## src/rtl/mult_pkg.sv

```systemverilog
// Shared types and helpers for the parametrised pipelined multiplier.
// The tag side-channel is enabled by defining MULT_TAG_EN.
package mult_pkg;

  localparam int MAX_WIDTH = 32;

  // One pipeline stage; fields are sized for MAX_WIDTH and narrower builds use the low bits.
  typedef struct packed {
    logic                   valid;
    logic                   sgn;
    logic [2*MAX_WIDTH-1:0] x_ext;
    logic [MAX_WIDTH-1:0]   y_rem;
    logic [2*MAX_WIDTH-1:0] acc;
  } stage_rec_t;

  function automatic int calc_stages(input int width, input int rows_per_stage);
    return (width + rows_per_stage - 1) / rows_per_stage;
  endfunction

endpackage

```

## src/rtl/pp_accum_stage.sv

```systemverilog
// Combinational adder of one group of partial-product rows into a running sum.
// In signed mode the operand MSB row carries negative weight and is subtracted.
module pp_accum_stage #(
  parameter int WIDTH         = 8,
  parameter int FIRST_ROW     = 0,
  parameter int ROW_CNT       = 2,
  parameter bit HOLDS_MSB_ROW = (FIRST_ROW + ROW_CNT == WIDTH)
) (
  input  logic                 i_sgn,
  input  logic [2*WIDTH-1:0]   i_x_ext,
  input  logic [ROW_CNT-1:0]   i_y_rows,
  input  logic [2*WIDTH-1:0]   i_acc,
  output logic [2*WIDTH-1:0]   o_acc
);

  logic [2*WIDTH-1:0] w_row;

  // NOTE: blocking assignments here on purpose: each row builds on the sum left by the previous one.
  always_comb begin
    w_row = '0;
    o_acc = i_acc;
    for (int j = 0; j < ROW_CNT; j++) begin
      w_row = i_y_rows[j] ? (i_x_ext << (FIRST_ROW + j)) : '0;
      if (HOLDS_MSB_ROW && (j == ROW_CNT - 1) && i_sgn)
        o_acc = o_acc - w_row;
      else
        o_acc = o_acc + w_row;
    end
  end

endmodule

```

## src/rtl/pipelined_multiplier_param.sv

```systemverilog
// Parametrised WIDTH x WIDTH multiplier (unsigned or signed per transaction) with a
// valid/ready handshake and whole-pipeline stall. Define MULT_TAG_EN to add in_tag/out_tag.
module pipelined_multiplier_param
  import mult_pkg::*;
#(
  parameter int WIDTH          = 8,
  parameter int ROWS_PER_STAGE = 2
`ifdef MULT_TAG_EN
  ,
  parameter int TAG_W          = 4
`endif
) (
  input  logic                 clk,
  input  logic                 rst_n,
  input  logic                 in_valid,
  output logic                 in_ready,
  input  logic                 in_signed,
  input  logic [WIDTH-1:0]     x,
  input  logic [WIDTH-1:0]     y,
  output logic                 out_valid,
  input  logic                 out_ready,
  output logic [2*WIDTH-1:0]   z
`ifdef MULT_TAG_EN
  ,
  input  logic [TAG_W-1:0]     in_tag,
  output logic [TAG_W-1:0]     out_tag
`endif
);

  localparam int STAGES = calc_stages(WIDTH, ROWS_PER_STAGE);
  localparam int PW     = 2 * WIDTH;

  logic          w_adv;
  logic [PW-1:0] w_x_ext;

  // The whole pipeline moves as one; bubbles are not compacted during a stall.
  assign w_adv    = !out_valid || out_ready;
  assign in_ready = w_adv;
  assign w_x_ext  = in_signed ? {{WIDTH{x[WIDTH-1]}}, x} : {{WIDTH{1'b0}}, x};

  for (genvar k = 0; k < STAGES; k++) begin : g_stage
    localparam int FIRST = k * ROWS_PER_STAGE;
    localparam int CNT   = (WIDTH - FIRST < ROWS_PER_STAGE) ? (WIDTH - FIRST) : ROWS_PER_STAGE;

    stage_rec_t    w_in;
    stage_rec_t    w_next;
    stage_rec_t    r_rec;
    logic [PW-1:0] w_acc;
`ifdef MULT_TAG_EN
    logic [TAG_W-1:0] w_tag_in;
    logic [TAG_W-1:0] r_tag;
`endif

    if (k == 0) begin : g_head
      assign w_in = '{valid: in_valid,
                      sgn:   in_signed,
                      x_ext: (2*MAX_WIDTH)'(w_x_ext),
                      y_rem: MAX_WIDTH'(y),
                      acc:   '0};
`ifdef MULT_TAG_EN
      assign w_tag_in = in_tag;
`endif
    end else begin : g_body
      assign w_in = g_stage[k-1].r_rec;
`ifdef MULT_TAG_EN
      assign w_tag_in = g_stage[k-1].r_tag;
`endif
    end

    pp_accum_stage #(
      .WIDTH         (WIDTH),
      .FIRST_ROW     (FIRST),
      .ROW_CNT       (CNT),
      .HOLDS_MSB_ROW (FIRST + CNT == WIDTH)
    ) u_accum (
      .i_sgn    (w_in.sgn),
      .i_x_ext  (w_in.x_ext[PW-1:0]),
      .i_y_rows (w_in.y_rem[CNT-1:0]),
      .i_acc    (w_in.acc[PW-1:0]),
      .o_acc    (w_acc)
    );

    assign w_next = '{valid: w_in.valid,
                      sgn:   w_in.sgn,
                      x_ext: w_in.x_ext,
                      y_rem: w_in.y_rem >> CNT,
                      acc:   (2*MAX_WIDTH)'(w_acc)};

    // NOTE: non-blocking for all clocked state; the full record is reset, not just valid, so z reads 0 out of reset.
    always_ff @(posedge clk or negedge rst_n) begin
      if (!rst_n) begin
        r_rec <= '0;
`ifdef MULT_TAG_EN
        r_tag <= '0;
`endif
      end else if (w_adv) begin
        r_rec <= w_next;
`ifdef MULT_TAG_EN
        r_tag <= w_tag_in;
`endif
      end
    end
  end

  assign out_valid = g_stage[STAGES-1].r_rec.valid;
  assign z         = g_stage[STAGES-1].r_rec.acc[PW-1:0];
`ifdef MULT_TAG_EN
  assign out_tag   = g_stage[STAGES-1].r_tag;
`endif

endmodule

```

## config.mk

```make
export PLATFORM = sky130hd
export DESIGN_NAME = pipelined_multiplier_param
export DESIGN_NICKNAME = d
export VERILOG_FILES = /design/src/rtl/mult_pkg.sv /design/src/rtl/pp_accum_stage.sv /design/src/rtl/pipelined_multiplier_param.sv
export SDC_FILE = /design/constraint.sdc
export NUM_CORES = 1
export LEC_CHECK = 0
export ABC_AREA = 1
export CORE_MARGIN = 2
export CORE_UTILIZATION = 55
export CTS_BUF_LIST = sky130_fd_sc_hd__clkbuf_4 sky130_fd_sc_hd__clkbuf_8 sky130_fd_sc_hd__clkbuf_16
export DETAILED_ROUTE_END_ITERATION = 16
export PLACE_DENSITY_LB_ADDON = 0.25
export SLEW_MARGIN = 20
export SYNTH_ARGS = -nofsm -noshare
export SYNTH_HDL_FRONTEND = slang
export SYNTH_SLANG_ARGS = --single-unit
```

## constraint.sdc

```tcl
create_clock -name clk -period 2.7 [get_ports clk]
set_clock_uncertainty 0.15 [all_clocks]
set_input_delay 0.54 -clock clk [delete_from_list [all_inputs] [get_ports clk]]
set_output_delay 0.54 -clock clk [all_outputs]
set_load 0.05 [all_outputs]
```

# Word-level counts from Yosys, hierarchy flattened
# Index checks and enable logic that the tools add are counted.
# classes
n_addsub	8
mux	10
n_reduce_logical	2
# ops
operator	n
two-way mux 16 bit	10
adder 16 bit	7
subtractor 16 bit	1
logical NOT 1 bit	1
logical OR 1 bit	1
# totals
regBits	119
out_inout_bits	18

# Longest topological paths before layout
# logic_depth
ltp_word	4
depth_mapped	21

# Modules after synthesis
# From an unflattened synthesis, not the netlist that was laid out.
# hier_totals
hier_cells	1319
hier_area_um2	9262.6
# modules_own_cells
mod	instances	cells_each	area_per_inst_um2
pipelined_multiplier_param	1	480	4377.9
pp_accum_stage (g_stage[0].u_accum)	1	244	1405.1
pp_accum_stage (g_stage[1].u_accum)	1	215	1261.2
pp_accum_stage (g_stage[3].u_accum)	1	203	1208.7
pp_accum_stage (g_stage[2].u_accum)	1	177	1009.7

# Worst setup path after synthesis
# OpenSTA, ideal clock, no wires.
# synth_timing
path_kind	reg2reg
start	register g_stage[2].r_rec[64] (netlist name)
end	register g_stage[3].r_rec (netlist bit z[15])
setup_time_ns	0.118
t_arrival_ns	2.633
setup_slack_ns	-0.200
path_stages_with_launch	19
path_buffers	1
synth_period_minus_slack_ns	2.900
cell_sequence	dfrtp_1 -> buf_4 -> nand2_1 -> inv_1 -> ha_1 -> fa_1 -> nand3_1 -> nand2_1 -> nand4_1 -> o211ai_1 -> xor2_1 -> ha_1 -> inv_1 -> nor3_1 -> nand4_1 -> nand3_1 -> nand3_1 -> nand3_1 -> nand2_1
# synth_via
elab_chain_len	4
elab_cells_between_ends	5
cone_classes	3 x add/sub; 2 x mux
# synth_rtl
item	line_no	text
from (decl)	pipelined_multiplier_param.sv:47	stage_rec_t r_rec;
from (signal assigned)	pipelined_multiplier_param.sv:97	r_rec <= w_next;
two-way mux 16 bit (*)	pp_accum_stage.sv:23	w_row = i_y_rows[j] ? (i_x_ext << (FIRST_ROW + j)) : '0;
adder 16 bit (*)	pp_accum_stage.sv:27	o_acc = o_acc + w_row;
adder 16 bit / subtractor 16 bit (equally long branches)	pp_accum_stage.sv:27, pp_accum_stage.sv:25	
two-way mux 16 bit (*)	pp_accum_stage.sv:24	if (HOLDS_MSB_ROW && (j == ROW_CNT - 1) && i_sgn)
to (signal assigned)	pipelined_multiplier_param.sv:97	
to (decl)	pipelined_multiplier_param.sv:47	
# Every way passes the cells marked *; elsewhere a longest branch is shown, timed or not.
# A chain may end at the register's enable or synchronous reset.

# Final worst setup path
# Same ends and word-level chain as after synthesis.

==> results.ini <==
[die]
pin_count=39
start_util_pct=56.7
die_h_um=121
fp.dieW_um=121
coreArea_um2=13300
die_area_um2=14700
rows=42

[critical_path]
r2r-start=g_stage[2].r_rec[64]
crit_end=z[15]
critPathLaunch=g_stage[2].r_rec[64]
worstPathMaxFanout=7
end_kind=flip-flop
r2r_end=z[15]
criticalPathCategory=reg2reg
critPathRequiredTime_ps=2810
reg2reg_depth=17
worst_setup_path_start_kind=flip-flop
ff2ff_setup_slack_ps=-140
arrival_ps=2960

[drt]
drc=0
finalWirelength_mm=17.1
drt_pass1_iterations=5
postRouteAntennaNets=0
drt-initial-drc-count=309
wl_per_cell_um=13.1
dr_total_vias=6666
vias_per_cell=5.13

[global_routing]
grt-ovfl-total=0
grt_pass1_vias=6569
track_usage_pct=23.9
grt_first_pass_wirelength_mm=28.5
antenna_found_initial=0
grt_max_degree=115

[final_layout]
final_common_cell=nand2_1
fillers=1046
layout-drive-gt1-share_pct=19.5
layout_common_cells=nand2_1, inv_1, dfrtp_1, buf_4, o21ai_0
layout.nets=1216
syn_to_final_growth_pct=26.8
final_cell_count_no_fill=1299
antenna_cells=0

[clock_tree]
clockRootBuffer=clkbuf_16
clk_path_buf_depth=2
cts_hold_buf=0
htree_levels=3
cts_tree=built
clock_latency_ps=370
cts_buffers=9
cts.sinks=110
clkTransAtPathRegs_ps=80

[synth]
syn_area_um2=7530
syn-num-nets=1099
synthCells=1001
postSynthAreaPerCell_um2=7.53
ys_seq_area_share_pct=36.5
ys_types=38
synth-seq-cells=110
yosys_warnings=0

[timing]
finalWorstSetupSlack_ps=-142
max_freq_mhz=352
fin_crit_sh_pct=105
report.final.slew_viol_count=0
maxSlewHeadroom_pct=62.4
fin_tns_setup_ps=-530
hold_violations=0
fin_crit_ps=2840
tightest_slew_ps=564
whs_ps=10.2
rsz0062_at_grt=yes
setup_viol=6

[place]
place_hpwl_mm=12.3
placedCellCount=1268
gp_congestion=0.866
port_buffers=38
place_ws_ps=-298

[status]
violations=negative setup slack
outcome=finished, violations left

[job]
cap_violations=0

[worst_hold_path]
hold_path.class=in2async

-- metrics by stage --
step           utilization [%]  area [um^2]
6_report                  71.9         9550
5_1_grt                   71.9         9550
4_1_cts                   69.1         9190
3_5_place_dp              65.3         8690
3_3_place_gp              65.3         8690
2_1_floorplan                -         7550
-- how the worst min path moves through the flow --
stage                               start                     to  cells past startpoint
floorplan                           rst_n    g_stage[0].r_rec[0]                      0
global placement    g_stage[2].r_rec[161]              out_valid                      2
global route                        rst_n              out_valid                      1
detailed placement    g_stage[1].r_rec[0]    g_stage[2].r_rec[0]                      2
finish                              rst_n  g_stage[0].r_rec[161]                      1
CTS                                 rst_n    g_stage[2].r_rec[0]                      1
-- sequential cells by signal (all words and copies together), names as in the netlist --
register       flops
g_stage.r_rec     93
z                 16
out_valid          1
-- area by class of cell --
cell class	instances	area, um^2	area share [%]
Timing Repair Buffer	137	1210	12.7
Sequential cell	110	2760	28.8
Tap cell	176	220	2.31
Clock buffer	9	225	2.36
Multi-Input combinational cell	731	4580	48.0
Clock inverter	7	77.6	0.812
Inverter	129	484	5.07
-- layer usage --
layer  global-route usage [%]  vias to the layer above  wire, um
li1                         -                     3376         -
met1                     29.9                     3150      7570
met2                     43.1                      107      8710
met3                     3.05                       33       418
met4                     7.56                        0       370
met5                        0                        -         0
-- kinds of logic after synthesis --
logic type	share of synthesized area (%)
DFF	36.5
xor gates and xnor gates	3.69
buffers and inverters	8.54
and+or+nand+nor	27.1
adders and majority gates	15.4
AOI/OAI and AO/OA	8.82
-- Yosys cell counts (all sizes together) --
cell | instances | area (um^2)
or2 | 7 | 43.8
nand3b | 3 | 22.5
o21ai | 58 | 290
xor2 | 15 | 131
nor3b | 2 | 20.0
a31oi | 11 | 68.8
ha | 51 | 638
a21o | 4 | 30.0
o22ai | 1 | 6.26
o211ai | 2 | 15.0
o21bai | 2 | 15.0
o21a | 2 | 15.0
buf | 16 | 103
nor2 | 46 | 180
a21boi | 1 | 7.51
a211o | 1 | 8.76
nand3 | 39 | 195
clkbuf | 15 | 56.3
nand2 | 389 | 1490
xnor2 | 15 | 146
nor3 | 7 | 35.0
fa | 26 | 521
inv | 129 | 484
dfrtp | 110 | 2750
a21oi | 40 | 208
nand4 | 9 | 56.3
-- critical path, cell delays in order, from the launching register on --
cell      delay [ps]
dfrtp_2          450
nand2_1           70
inv_1             40
ha_2             170
fa_2             350
nand3_2           70
nand2_2           80
nand4_1           90
o211ai_1         100
xor2_1           160
ha_1             300
inv_1             80
nor3_2           200
nand4_1          100
nand3_1          120
nand3_1           80
nand3_1           80
nand2_1           60
-- timing repair --
item | CTS | global route
resized for setup | 28 | 73
setup buffers | 9 | 7
endpoints found under the setup margin | 12 | 23
hold endpoints to repair | 0 | 0
pin swaps | 14 | 34
Power is not shown: default switching activity piles up to over one toggle a cycle in this logic, so the estimate is an artifact.
